<file path="config.mk">
export PLATFORM = sky130hd
export DESIGN_NAME = vx_fpu_ncp_seq
export DESIGN_NICKNAME = d
export VERILOG_FILES = /design/src/rtl/vx_fpu_ncp_seq.sv
export SDC_FILE = /design/constraint.sdc
export NUM_CORES = 1
export LEC_CHECK = 0
export CORE_MARGIN = 4
export CORE_UTILIZATION = 56
export CTS_CLUSTER_SIZE = 40
export DETAILED_ROUTE_END_ITERATION = 10
export DONT_BUFFER_PORTS = 1
export PLACE_DENSITY = 0.74
export SLEW_MARGIN = 30
export SYNTH_ARGS = -nofsm -noshare
export SYNTH_HDL_FRONTEND = slang
export SYNTH_SLANG_ARGS = --single-unit
</file>
<file path="constraint.sdc">
create_clock -name clk -period 5.33 [get_ports clk]
set_input_delay 0 -clock clk [delete_from_list [all_inputs] [get_ports clk]]
set_output_delay 0 -clock clk [all_outputs]
set_load 0.1 [all_outputs]
</file>
<file path="src/rtl/vx_fpu_ncp_seq.sv">
// Multi-lane FP32 non-computational unit (sign-inject, min/max, compare, classify, move).
// Lanes are processed NUM_PES at a time; batches with no active lane can be skipped.
module vx_fpu_ncp_seq #(
    parameter int NUM_LANES     = 4,
    parameter int NUM_PES       = 2,
    parameter int LATENCY       = 1,
    parameter int TAG_WIDTH     = 4,
    parameter int SKIP_INACTIVE = 1
) (
    input  logic                      clk,
    input  logic                      reset,
    input  logic                      valid_in,
    output logic                      ready_in,
    input  logic [NUM_LANES-1:0]      mask_in,
    input  logic [TAG_WIDTH-1:0]      tag_in,
    input  logic [2:0]                op_type,
    input  logic [2:0]                frm,
    input  logic [NUM_LANES*32-1:0]   dataa,
    input  logic [NUM_LANES*32-1:0]   datab,
    output logic [NUM_LANES*32-1:0]   result,
    output logic                      has_fflags,
    output logic [4:0]                fflags,
    output logic [TAG_WIDTH-1:0]      tag_out,
    output logic                      valid_out,
    input  logic                      ready_out
);

    localparam int NB = NUM_LANES / NUM_PES;
    localparam int IW = (NB > 1) ? $clog2(NB) : 1;

    typedef enum logic [1:0] {
        S_IDLE  = 2'd0,
        S_ISSUE = 2'd1,
        S_WAIT  = 2'd2,
        S_DONE  = 2'd3
    } state_t;

    function automatic logic [9:0] fp_class(input logic [31:0] a);
        logic exp_ff, exp_z, man_z, s;
        logic [9:0] c;
        s      = a[31];
        exp_ff = (a[30:23] == 8'hFF);
        exp_z  = (a[30:23] == 8'h00);
        man_z  = (a[22:0] == 23'd0);
        c[0]   = s  & exp_ff & man_z;
        c[1]   = s  & !exp_ff & !exp_z;
        c[2]   = s  & exp_z & !man_z;
        c[3]   = s  & exp_z & man_z;
        c[4]   = !s & exp_z & man_z;
        c[5]   = !s & exp_z & !man_z;
        c[6]   = !s & !exp_ff & !exp_z;
        c[7]   = !s & exp_ff & man_z;
        c[8]   = exp_ff & !man_z & !a[22];
        c[9]   = exp_ff & !man_z & a[22];
        return c;
    endfunction

    // Returns {NV, result} for one lane.
    function automatic logic [32:0] fp_ncp(input logic [31:0] a, input logic [31:0] b,
                                           input logic [2:0] op, input logic [2:0] sub);
        logic a_nan, b_nan, a_snan, b_snan, a_zero, b_zero, a_lt_b, eq, any_nan;
        logic [31:0] res;
        logic nv;
        a_nan   = (a[30:23] == 8'hFF) && (a[22:0] != 23'd0);
        b_nan   = (b[30:23] == 8'hFF) && (b[22:0] != 23'd0);
        a_snan  = a_nan && !a[22];
        b_snan  = b_nan && !b[22];
        any_nan = a_nan || b_nan;
        a_zero  = (a[30:0] == 31'd0);
        b_zero  = (b[30:0] == 31'd0);
        // Sign-magnitude total order: -0 sorts below +0 here, which MIN/MAX want.
        if (a[31] != b[31]) begin
            a_lt_b = a[31];
        end else if (a[31]) begin
            a_lt_b = (a[30:0] > b[30:0]);
        end else begin
            a_lt_b = (a[30:0] < b[30:0]);
        end
        eq  = (a == b) || (a_zero && b_zero);
        res = 32'd0;
        nv  = 1'b0;
        case (op)
            3'd0: res = {b[31], a[30:0]};
            3'd1: res = {~b[31], a[30:0]};
            3'd2: res = {a[31] ^ b[31], a[30:0]};
            3'd3, 3'd4: begin
                nv = a_snan || b_snan;
                if (a_nan && b_nan) begin
                    res = 32'h7FC0_0000;
                end else if (a_nan) begin
                    res = b;
                end else if (b_nan) begin
                    res = a;
                end else if ((op == 3'd3) == a_lt_b) begin
                    res = a;
                end else begin
                    res = b;
                end
            end
            3'd5: res = {22'd0, fp_class(a)};
            3'd6: begin
                case (sub)
                    3'd0: begin
                        nv  = any_nan;
                        res = {31'd0, !any_nan && ((a_lt_b && !(a_zero && b_zero)) || eq)};
                    end
                    3'd1: begin
                        nv  = any_nan;
                        res = {31'd0, !any_nan && a_lt_b && !(a_zero && b_zero)};
                    end
                    3'd2: begin
                        nv  = a_snan || b_snan;
                        res = {31'd0, !any_nan && eq};
                    end
                    default: begin
                        nv  = 1'b0;
                        res = 32'd0;
                    end
                endcase
            end
            3'd7: res = a;
            default: res = 32'd0;
        endcase
        return {nv, res};
    endfunction

    state_t                   r_state, w_state_nxt;
    logic [NUM_LANES-1:0]     r_mask;
    logic [2:0]               r_op, r_frm;
    logic [NUM_LANES*32-1:0]  r_a, r_b, r_result;
    logic [NB-1:0]            r_pending, w_act_in, w_idx_oh;
    logic [IW-1:0]            w_idx;
    logic                     w_issue, w_last, w_accept;
    logic                     r_nv, r_has_ff, r_valid, r_ready;
    logic [TAG_WIDTH-1:0]     r_tag_out;
    logic [NUM_PES*32-1:0]    w_pe_res;
    logic [NUM_PES-1:0]       w_pe_nv;
    logic [32:0]              w_lane;

    logic                     r_pv    [LATENCY];
    logic                     r_plast [LATENCY];
    logic [IW-1:0]            r_pidx  [LATENCY];
    logic [NUM_PES*32-1:0]    r_pres  [LATENCY];
    logic [NUM_PES-1:0]       r_pnv   [LATENCY];

    assign w_accept = (r_state == S_IDLE) && valid_in;
    assign w_issue  = (r_state == S_ISSUE);
    assign w_idx_oh = r_pending & (~r_pending + NB'(1'b1));
    assign w_last   = ((r_pending & ~w_idx_oh) == '0);

    // Batch activity of the incoming request and index of the next pending batch.
    always_comb begin
        w_act_in = '0;
        w_idx    = '0;
        for (int k = 0; k < NB; k++) begin
            if (SKIP_INACTIVE != 0) begin
                w_act_in[k] = |mask_in[k*NUM_PES +: NUM_PES];
            end else begin
                w_act_in[k] = 1'b1;
            end
            w_idx = w_idx | (w_idx_oh[k] ? IW'(k) : '0);
        end
    end

    // PE array: per-lane op on the selected batch, inactive lanes forced to zero.
    always_comb begin
        w_pe_res = '0;
        w_pe_nv  = '0;
        w_lane   = '0;
        for (int p = 0; p < NUM_PES; p++) begin
            w_lane = fp_ncp(r_a[(int'(w_idx)*NUM_PES + p)*32 +: 32],
                            r_b[(int'(w_idx)*NUM_PES + p)*32 +: 32], r_op, r_frm);
            if (r_mask[int'(w_idx)*NUM_PES + p]) begin
                w_pe_res[p*32 +: 32] = w_lane[31:0];
                w_pe_nv[p]           = w_lane[32];
            end else begin
                w_pe_res[p*32 +: 32] = 32'd0;
                w_pe_nv[p]           = 1'b0;
            end
        end
    end

    // Next-state logic.
    always_comb begin
        w_state_nxt = r_state;
        case (r_state)
            S_IDLE: begin
                if (valid_in) begin
                    w_state_nxt = (|w_act_in) ? S_ISSUE : S_DONE;
                end else begin
                    w_state_nxt = S_IDLE;
                end
            end
            S_ISSUE: w_state_nxt = w_last ? S_WAIT : S_ISSUE;
            S_WAIT:  w_state_nxt = (r_pv[LATENCY-1] && r_plast[LATENCY-1]) ? S_DONE : S_WAIT;
            S_DONE:  w_state_nxt = ready_out ? S_IDLE : S_DONE;
            default: w_state_nxt = S_IDLE;
        endcase
    end

    // PE pipeline control; flushed by reset so stale batches never land.
    always_ff @(posedge clk) begin
        if (reset) begin
            for (int i = 0; i < LATENCY; i++) begin
                r_pv[i]    <= 1'b0;
                r_plast[i] <= 1'b0;
            end
        end else begin
            r_pv[0]    <= w_issue;
            r_plast[0] <= w_issue && w_last;
            for (int i = 1; i < LATENCY; i++) begin
                r_pv[i]    <= r_pv[i-1];
                r_plast[i] <= r_plast[i-1];
            end
        end
    end

    // PE pipeline data.
    always_ff @(posedge clk) begin
        r_pidx[0] <= w_idx;
        r_pres[0] <= w_pe_res;
        r_pnv[0]  <= w_pe_nv;
        for (int i = 1; i < LATENCY; i++) begin
            r_pidx[i] <= r_pidx[i-1];
            r_pres[i] <= r_pres[i-1];
            r_pnv[i]  <= r_pnv[i-1];
        end
    end

    // Request capture, batch bookkeeping, FSM and output collection.
    always_ff @(posedge clk) begin
        if (reset) begin
            r_state   <= S_IDLE;
            r_ready   <= 1'b1;
            r_valid   <= 1'b0;
            r_mask    <= '0;
            r_op      <= 3'd0;
            r_frm     <= 3'd0;
            r_a       <= '0;
            r_b       <= '0;
            r_pending <= '0;
            r_result  <= '0;
            r_nv      <= 1'b0;
            r_has_ff  <= 1'b0;
            r_tag_out <= '0;
        end else begin
            r_state <= w_state_nxt;
            r_ready <= (w_state_nxt == S_IDLE);
            r_valid <= (w_state_nxt == S_DONE);
            if (w_accept) begin
                r_mask    <= mask_in;
                r_op      <= op_type;
                r_frm     <= frm;
                r_a       <= dataa;
                r_b       <= datab;
                r_pending <= w_act_in;
                r_result  <= '0;
                r_nv      <= 1'b0;
                r_tag_out <= tag_in;
                r_has_ff  <= (op_type == 3'd3) || (op_type == 3'd4) || (op_type == 3'd6);
            end else begin
                if (w_issue) begin
                    r_pending <= r_pending & ~w_idx_oh;
                end
                if (r_pv[LATENCY-1]) begin
                    r_result[int'(r_pidx[LATENCY-1])*NUM_PES*32 +: NUM_PES*32] <= r_pres[LATENCY-1];
                    r_nv <= r_nv | (|r_pnv[LATENCY-1]);
                end
            end
        end
    end

    assign ready_in   = r_ready;
    assign valid_out  = r_valid;
    assign result     = r_result;
    assign fflags     = {r_nv, 4'b0000};
    assign tag_out    = r_tag_out;
    assign has_fflags = r_has_ff;

endmodule

</file>
* After elaboration in Yosys (flattened, before gate mapping)
Memory sizes are Yosys's and may differ from the RTL's.
Index checks and enable logic that the tools add are counted.
** Storage, ports and cells
- Memory bits (writable) :: 69
- Output and inout port bits :: 140
- Logic and storage cells :: 226
- Flip-flop bits (word level) :: 406
- Memories kept :: 5
- Bits of input ports :: 274
** Memory list
- r_pres :: depth 1, bits a word 64, read ports 1, clocked after memory_dff 0, write ports 1, line 143 : logic [NUM_PES*32-1:0] r_pres [LATENCY];
- r_pnv :: depth 1, bits a word 2, read ports 1, clocked after memory_dff 0, write ports 1, line 144 : logic [NUM_PES-1:0] r_pnv [LATENCY];
- r_pidx :: depth 1, bits a word 1, read ports 1, clocked after memory_dff 0, write ports 1, line 142 : logic [IW-1:0] r_pidx [LATENCY];
- r_plast :: depth 1, bits a word 1, read ports 1, clocked after memory_dff 0, write ports 1, line 141 : logic r_plast [LATENCY];
- r_pv :: depth 1, bits a word 1, read ports 1, clocked after memory_dff 0, write ports 1, line 140 : logic r_pv [LATENCY];
** Cells by class
- Reduce and logical (&&, ||, !) cells :: 78
- Magnitude comparators :: 6
- Muxes and demuxes :: 46
- Add/sub/neg operators :: 3
- Shift-type cells :: 6
- Equal/unequal tests :: 26
- Bitwise gates (word level) :: 43
** Operators by type and width (count)
- 32-bit case mux with 7 select lines :: 2
- 32-bit two-way mux :: 10
- 128-bit by 32-bit indexed part select with 32-bit output :: 2
- 128-bit by 8-bit indexed part select with 32-bit output :: 2
- 128-bit bitwise mux :: 1
- 64-bit by 33-bit variable shift with 128-bit output (first input constant) :: 1
- 64-bit by 33-bit indexed part select with 128-bit output :: 1
- 31-bit logical NOT :: 4
- 23-bit nonzero test :: 4
- 32-bit == test :: 2
- 31-bit greater-than comparator :: 2
- 31-bit < comparator :: 2
- 23-bit logical NOT :: 2
- 1-bit AND :: 34
- 7-bit negation with 33-bit output :: 1
- 8-bit == test (second input constant) :: 4
- 1-bit logical AND :: 25
- 1-bit two-way mux :: 19
- 3-bit == test (second input constant) :: 6
- 1-bit logical NOT :: 16
- 8-bit logical NOT :: 2
- 3-bit by 2-bit == test with 1-bit output (second input constant) :: 4
- 2-bit two-way mux :: 6
- 2-bit OR reduction :: 6
- other kinds (24) :: 50

* Depth between registers and ports, before layout
Gate-level depths: netlist of the first run.
- Depth in word-level cells :: 16
- Depth in mapped cells :: 25
- Gate-level depth less buffers :: 15

* Worst setup path after synthesis of the first run
Ideal clock, no wire load.
- Kind :: register -> register
- From :: register r_pending[1]
- To :: memory r_pres[0][8] in the netlist's numbering
- Period minus slack after synthesis :: 5.281 ns
- Arrival time :: 5.164 ns
- Buffers on the path :: 9
- Required time :: 5.213 ns
- Setup slack :: 0.049 ns
- Setup time :: 0.117 ns
- Cell stages (with the launch flop) :: 25
- Cells stage by stage :: dfxtp_1 > nand2b_4 > inv_4 > buf_6 > buf_6 > buf_6 > buf_2 > buf_2 > buf_2 > buf_2 > buf_2 > mux2i_1 > inv_1 > ha_1 > and4_1 > nand3_1 > or3_1 > nor3_1 > a21bo_2 > o221ai_2 > nand2b_1 > buf_6 > a211oi_4 > a22oi_2 > a22o_1
** Between the ends
- Longest elaborated chain between the ends :: 15
- Elaborated cells on any way between the ends :: 32
- Classes of those cells :: add/sub (1); order compare (2); eq/ne (4); shift (2); mux (11); bitwise (4); reduce/logical (8)
** RTL lines
- start, declared :: line 131 : logic [NB-1:0] r_pending, w_act_in, w_idx_oh;
- start signal, assigned :: line 256 : r_pending <= w_act_in;
- start signal, assigned :: line 263 : r_pending <= r_pending & ~w_idx_oh;
- 2-bit NOT :: line 148 : assign w_idx_oh = r_pending & (~r_pending + NB'(1'b1));
- 2-bit by 1-bit adder with 2-bit output :: line 148
- 2-bit AND (*) :: line 148
- 1-bit two-way mux (*) :: line 161 : w_idx = w_idx | (w_idx_oh[k] ? IW'(k) : '0);
- 128-bit by 8-bit indexed part select with 32-bit output (on tied branches) :: line 171, 172
- 31-bit < comparator / 31-bit greater-than comparator (equally long branches) :: line 77, 75
- 1-bit two-way mux :: line 74 : end else if (a[31]) begin
- 1-bit two-way mux :: line 72 : if (a[31] != b[31]) begin
- 1-bit == test :: line 94 : end else if ((op == 3'd3) == a_lt_b) begin
- 32-bit two-way mux :: line 94
- 32-bit two-way mux :: line 92 : end else if (b_nan) begin
- 32-bit two-way mux :: line 90 : end else if (a_nan) begin
- 32-bit two-way mux :: line 88 : if (a_nan && b_nan) begin
- 32-bit case mux with 7 select lines :: line 82 : case (op)
- 32-bit two-way mux (*) :: line 173 : if (r_mask[int'(w_idx)*NUM_PES + p]) begin
- end, declared :: line 143
Mark *: on every way between the ends. The rest lies on a longest branch, timed or not. The select of a mux whose other input is x is not followed.

* Final worst setup path of the first run
- From :: register r_pending[0]
- To :: memory r_pres[0][18] in the netlist's numbering
** Between the ends
- Longest elaborated chain between the ends :: 15
- Elaborated cells on any way between the ends :: 27
- Classes of those cells :: add/sub (1); order compare (2); eq/ne (4); shift (2); mux (11); bitwise (2); reduce/logical (5)
** RTL lines (line)
- 2-bit NOT (*) :: 148
- 2-bit by 1-bit adder with 2-bit output (*) :: 148
- 2-bit AND (*) :: 148
- 1-bit two-way mux (*) :: 161
- 128-bit by 8-bit indexed part select with 32-bit output (on tied branches) :: 171, 172
- 31-bit < comparator / 31-bit greater-than comparator (equally long branches) :: 77, 75
- 1-bit two-way mux :: 74
- 1-bit two-way mux :: 72
- 1-bit == test :: 94
- 32-bit two-way mux :: 94
- 32-bit two-way mux :: 92
- 32-bit two-way mux :: 90
- 32-bit two-way mux :: 88
- 32-bit case mux with 7 select lines :: 82
- 32-bit two-way mux (*) :: 173
Marks and branches as above.

==> results of run 1 <==
==> layout make-up <==
class,count,area share
diodes,9,0.000852
clock buffers,65,0.0498
clock inverters,19,0.0116
inverters,67,0.00971
multi-input cells,2112,0.427
flip-flops and latches,475,0.360
well taps,518,0.0245
repair buffers,307,0.117
==> per-layer routing <==
| metal | part of all wire | wire, um | track usage | vias up |
|---|---|---|---|---|
| met3 | 0.11 | 8230 | 0.0804 | 178 |
| met2 | 0.44 | 34300 | 0.536 | 1197 |
| met1 | 0.42 | 33000 | 0.495 | 10400 |
| met5 | 0.00015 | 12 | 0 | - |
| li1 | - | - | - | 10100 |
| met4 | 0.029 | 2290 | 0.115 | 2 |
==> worst register-to-register path, stage by stage, from the launching register on <==
cell,delay [ns]
dfxtp_1,0.45
nand2b_4,0.20
clkinv_4,0.29
buf_12,0.31
mux2i_1,0.28
inv_1,0.13
ha_1,0.31
and3_1,0.20
a221o_1,0.34
a221o_1,0.38
a211oi_1,0.34
o22ai_1,0.13
buf_4,0.21
nand2b_1,0.34
nor2_1,0.27
o211ai_1,0.18
buf_4,0.27
o22ai_1,0.32
==> stage by stage <==
step	setup WS, ns	area (um2)
floorplan	0.0487	21800
global placement	0.518	21900
detailed placement	0.271	21900
CTS	0.269	26300
global route	-0.000841	26400
finish	0.288	26400
==> power breakdown <==
| part | internal [uW] | switching [uW] |
|---|---|---|
| sequential | 3720 | 262 |
| combinational | 657 | 1010 |
| clock | 2070 | 1430 |
| total | 6450 | 2700 |
==> cells in the mapped netlist, types with 10 or more instances <==
| cell type | n |
|---|---|
| o22ai_1 | 70 |
| inv_1 | 65 |
| nand2_1 | 919 |
| mux2i_1 | 121 |
| buf_1 | 13 |
| nor3_1 | 18 |
| nor2b_1 | 10 |
| dfxtp_1 | 475 |
| nor2_1 | 87 |
| o21ai_0 | 49 |
| buf_2 | 25 |
| ha_1 | 46 |
| nor4_1 | 51 |
| a22oi_1 | 10 |
| nand4_1 | 25 |
| o211ai_1 | 10 |
| clkbuf_1 | 137 |
| a22o_1 | 15 |
| a21oi_1 | 458 |
| xor2_1 | 15 |
| xnor2_1 | 11 |
| nand3_1 | 29 |
| a211oi_1 | 18 |
==> repair_timing <==
item | in CTS | in global routing
setup endpoints to repair | 0 | 29
hold buffers | 275 | 1
buffers inserted | 0 | 1
endpoints found under the hold margin | 279 | 114
gates resized for setup | 0 | 3
==> cells by family after synthesis <==
family | share of synthesized area
AOI/OAI and AO/OA | 0.191
xor gates and xnor gates | 0.0104
adders and majority gates | 0.0277
buffers and inverters | 0.0500
DFF | 0.436
muxes | 0.0613
other | 0.000172
and+or+nand+nor | 0.224
==> worst paths after layout <==
kind	startpoint	slack (ns)	end	cells after the start
worst max register to register	r_pending[0]$_SDFFE_PP0P_	0.29	r_pres[0][18]$_SDFF_PN0_	17
worst min-delay path	dataa[48]	0.10	r_a[48]$_SDFFE_PP0P_	3
worst min register to register	r_pres[0][34]$_SDFF_PN0_	0.45	result[98]$_SDFFE_PP0P_	2
worst max-delay path	r_pending[0]$_SDFFE_PP0P_	0.29	r_pres[0][18]$_SDFF_PN0_	17
==> sequential cells by signal, indices dropped and copies added (netlist names) <==
name,count
ready_in,1
r_plast,1
has_fflags,1
r_pnv,2
result,128
r_b,128
r_op,3
r_nv,1
r_pending,2
valid_out,1
r_state,2
tag_out,4
r_mask,4
r_a,128
r_pv,1
r_pidx,1
r_pres,64
r_frm,3
==> metrics.md, run 1 <==
| Metric | Value |
|---|---|
| YS warnings | `0` |
| FMAX | `0.198 GHz` |
| Area Overhead vs Synth | `21.1%` |
| Ys async rst share | `0` |
| Core region area | `38,600 um2` |
| Syn avg cell area | `7.68 um2` |
| Seq/Total Area, Yosys | `0.436` |
| CP top delay family | `compound AO/OA/AOI/OAI gates` |
| Multi-input combinational cell area | `11,300 um2` |
| Status | `finished clean` |
| Row count | `72` |
| Setup TNS | `0 ns` |
| Initial antenna violation count | `7` |
| CTS tree | `built` |
| Commonest non-fill, non-tap cells in the layout | `nand2_1, dfxtp_1, a21oi_1` |
| First-pass GRT wire length | `118,000 um` |
| Tot Pwr | `9150 uW` |
| Final Util | `0.685` |
| Tmin final | `5.04 ns` |
| Final wirelength | `77,800 um` |
| Crit-path cells | `nand2b_4 -> clkinv_4 -> buf_12 -> mux2i_1 -> inv_1 -> ha_1 -> and3_1 -> a221o_1 -> a221o_1 -> a211oi_1 -> o22ai_1 -> buf_4 -> nand2b_1 -> nor2_1 -> o211ai_1 -> buf_4 -> o22ai_1` |
| Crit path required time | `5.80 ns` |
| DRC errors left | `0` |
| Final Cycle Share | `0.946` |
| Slew Viols, Final | `0` |
| Leak | `0.00980 uW` |
| Layout cell share with drive strength beyond 1 | `0.0470` |
| CP max stage cell | `dfxtp_1` |
| Peak per-stage delay on the critical path | `0.45 ns` |
| Max Buffers Root-to-Sink | `3` |
| Commonest non-fill, non-tap cell in the layout | `nand2_1` |
| Skew final | `0.0327 ns` |
| Worst-Skew Late Latency | `0.60 ns` |
| Synthesized flop and latch total | `475` |
| PortBufs | `0` |
| Dpl hpwl | `52,700 um` |
| Post-synth cell types | `85` |
| # Max-Cap Violations | `0` |
| WL/cell | `21.8 um` |
| Worst min path class | `in -> reg` |
| Final hold vios | `0` |
| Ys flop type | `dfxtp_1` |
| Critical path class | `reg -> reg` |
| Post-DRT Antenna Nets | `0` |
| Clock slew at reported path FFs | `0.06 ns` |
| DR iter-0 viols | `2,372` |
| H-tree levels | `2` |
| Routability cong. | `1.00` |
| Cts bufs inserted | `48` |
| Vias | `21,900` |
| FF+latch area | `9510 um2` |
| Power Dens Cells | `346 nW/um2` |
| Setup violations, final | `0` |
| Starting Density | `0.566` |
| Die H | `205 um` |
| Fin nets | `3,331` |
| Dominant cell type by area after synthesis | `dfxtp_1` |
| Cells after Synth | `2,841` |
| Layout Cells excl Fill | `3,572` |
| CP Launch Type | `flip-flop` |
| Worst-Margin Slew | `1.04 ns` |
| IO Count | `414` |
| Netlist Area Pre-Place | `21,800 um2` |
| Largest net degree at the start of global routing | `277` |
| Crit-path max FO | `35` |
| Vias in the first global route | `20,500` |
| Slew margin rel. | `0.304` |
| Post-synth EDFFs | `0` |
| DIE AREA | `42,200 um2` |
| Root cell of the clock tree | `clkbuf_16` |
| Remaining Overflow, GRT | `0` |
| FILL cells | `3,038` |
| DP Cell Count | `3,201` |
| Share of the synthesized area in the top cell type | `0.436` |
| Die width | `205 um` |
| Vias per cell | `6.13` |
| Tot GR Track Use | `0.351` |
| Final hold slack | `0.101 ns` |
| Maximum VDD drop | `0.265 mV` |
| Largest cells by area after synthesis | `dfxtp_1, nand2_1, a21oi_1` |
| CTS Sinks | `475` |
| Pre-Repair DR Iteration Count | `5` |
| Crit path DAT | `5.51 ns` |
| CP Buf/Inv Count | `5` |
| CP endpoint kind | `flip-flop` |
Power figures use the tool's default switching activity.
==> run 2: changes to the inputs <==
--- a/config.mk
+++ b/config.mk
@@ -5,7 +5,6 @@
 export SDC_FILE = /design/constraint.sdc
 export NUM_CORES = 1
 export LEC_CHECK = 0
-export CORE_MARGIN = 4
 export CORE_UTILIZATION = 56
 export CTS_CLUSTER_SIZE = 40
 export DETAILED_ROUTE_END_ITERATION = 10
==> run 2 against run 1 <==
  * Hold slack worse by 0.035 ns
  * Critical path depth is the same
  * Routed wire length down 0.52%
  * Final area hardly changed
  * Utilization rose by 0.93 points
  * Combinational power barely moved
  * Sequential share of layout area hardly changed
  * Global-route usage up 2.5 points
  * Final cell count decreased by 0.28%
  * Setup slack better by 0.028 ns
  * Largest power group unchanged
  * Clock skew down 0.010 ns
  * Count of clock-buffer cells in the layout up 3
==> metrics.md, run 2 (synthesis gave the netlist of run 1 again) <==
| Metric | Value |
|---|---|
| Routability cong. | `0.975 (was 1.00)` |
| Root cell of the clock tree | `clkbuf_16 (unchanged)` |
| Vias | `21,800 (was 21,900)` |
| Final Cycle Share | `0.941 (was 0.946)` |
| DR iter-0 viols | `2,368 (was 2,372)` |
| DIE AREA | `39,800 um2 (was 42,200 um2)` |
| First-pass GRT wire length | `115,000 um (was 118,000 um)` |
| Vias per cell | `6.11 (was 6.13)` |
| FMAX | `0.199 GHz (was 0.198 GHz)` |
| Commonest non-fill, non-tap cell in the layout | `nand2_1 (unchanged)` |
| Commonest non-fill, non-tap cells in the layout | `nand2_1, dfxtp_1, a21oi_1 (unchanged)` |
| Final hold vios | `0 (unchanged)` |
| Vias in the first global route | `20,200 (was 20,500)` |
| Multi-input combinational cell area | `11,300 um2 (about the same)` |
| Cts bufs inserted | `48 (unchanged)` |
| FILL cells | `2,961 (was 3,038)` |
| Worst min path class | `in -> reg (unchanged)` |
| CP Launch Type | `flip-flop (unchanged)` |
| Crit path DAT | `5.45 ns (was 5.51 ns)` |
| Tot Pwr | `9180 uW (was 9150 uW)` |
| Maximum VDD drop | `0.351 mV (was 0.265 mV)` |
| Power Dens Cells | `348 nW/um2 (was 346 nW/um2)` |
| Crit-path max FO | `32 (was 35)` |
| H-tree levels | `2 (unchanged)` |
| CTS Sinks | `475 (unchanged)` |
| Status | `finished clean (unchanged)` |
| Worst-Skew Late Latency | `0.61 ns (was 0.60 ns)` |
| Fin nets | `3,329 (was 3,331)` |
| Slew Viols, Final | `0 (unchanged)` |
| Max Buffers Root-to-Sink | `3 (unchanged)` |
| Starting Density | `0.574 (was 0.566)` |
| Row count | `71 (was 72)` |
| Crit path required time | `5.76 ns (was 5.80 ns)` |
| Post-CTS Repair Setup Buffers | `0 (unchanged)` |
| Remaining Overflow, GRT | `0 (unchanged)` |
| Die H | `199 um (was 205 um)` |
| Critical path class | `reg -> reg (unchanged)` |
| DRC errors left | `0 (unchanged)` |
| IO Count | `414 (unchanged)` |
| PortBufs | `0 (unchanged)` |
| CTS tree | `built (unchanged)` |
| Leak | `0.00982 uW (was 0.00980 uW)` |
| Pre-Repair DR Iteration Count | `6 (was 5)` |
| Tmin final | `5.01 ns (was 5.04 ns)` |
| FF+latch area | `9510 um2 (about the same)` |
| Initial antenna violation count | `3 (was 7)` |
| Worst-Margin Slew | `1.03 ns (was 1.04 ns)` |
| Final wirelength | `77,400 um (was 77,800 um)` |
| Clock slew at reported path FFs | `0.06 ns (about the same)` |
| Core region area | `38,000 um2 (was 38,600 um2)` |
| Dpl hpwl | `51,900 um (was 52,700 um)` |
| Largest net degree at the start of global routing | `277 (unchanged)` |
| Skew final | `0.0226 ns (was 0.0327 ns)` |
| Post-DRT Antenna Nets | `0 (unchanged)` |
| Setup violations, final | `0 (unchanged)` |
| Layout cell share with drive strength beyond 1 | `0.0489 (was 0.0470)` |
| Tot GR Track Use | `0.376 (was 0.351)` |
| Die width | `199 um (was 205 um)` |
| Slew margin rel. | `0.315 (was 0.304)` |
| WL/cell | `21.7 um (was 21.8 um)` |
| Area Overhead vs Synth | `21.0% (was 21.1%)` |
| RSZ-0062 raised after global routing | `no` |
| # Max-Cap Violations | `0 (unchanged)` |
| Setup TNS | `0 ns (unchanged)` |
| CP endpoint kind | `flip-flop (unchanged)` |
run 2: layout make-up:
cell class	count	share of cell area
diodes	4	0.000379
clock inverters	20	0.0103
inverters	67	0.00971
repair buffers	305	0.116
well taps	511	0.0242
clock buffers	68	0.0522
multi-input cells	2112	0.427
flip-flops and latches	475	0.360
run 2: power by group:
group / total, uW / switching [uW] / internal (uW)
clock network: 3530 / 1460 / 2060
logic: 1670 / 1020 / 650
registers: 3980 / 260 / 3720
run 2: metal layers:
layer	vias up	GRT usage	share of wire
met3	188	0.0915	0.11
met5	-	0	0.00030
met4	4	0.132	0.033
met1	10200	0.527	0.42
met2	1263	0.560	0.43
li1	10100	-	-
run 2: metrics by stage:
stage / cell area [um2] / instances / setup slack (ns) / hold WS, ns / utilization
floorplan: 21800 / 2844 / 0.0487 / 0.136 / -
global placement: 21900 / 3195 / 0.612 / 0.0867 / 0.577
detailed placement: 21900 / 3195 / 0.387 / 0.0880 / 0.577
CTS: 26300 / 3556 / 0.342 / 0.0434 / 0.693
global route: 26400 / 3560 / 0.0612 / 0.0846 / 0.694
finish: 26400 / 3562 / 0.316 / 0.0656 / 0.695
run 2: timing repair:
action                     CTS  global route
hold endpoints to repair   279           115
hold buffers               273             1
setup endpoints to repair    0            13
resized for setup            0             2
run 2: final timing paths:
check                                                end                       from  cells past startpoint  slack [ns]
worst max-delay path            r_pres[0][58]$_SDFF_PN0_  r_pending[0]$_SDFFE_PP0P_                     17        0.32
worst min-delay path             result[36]$_SDFFE_PP0P_                      reset                      2        0.07
worst max register to register  r_pres[0][58]$_SDFF_PN0_  r_pending[0]$_SDFFE_PP0P_                     17        0.32
worst min register to register   result[38]$_SDFFE_PP0P_   r_pres[0][38]$_SDFF_PN0_                      2        0.46
run 2: worst max-delay path: stages (launching register included):
cell and delay (ns):
dfxtp_1 0.43, nand2b_4 0.19, clkinv_4 0.24, buf_12 0.28
mux2i_1 0.24, buf_4 0.18, inv_1 0.07, ha_1 0.32
nand4_1 0.13, nor4_1 0.19, o2111ai_1 0.25, nor3_1 0.42
o31ai_1 0.20, a21oi_2 0.32, o21bai_1 0.23, mux2i_1 0.26
o21ai_1 0.67, o22ai_1 0.20
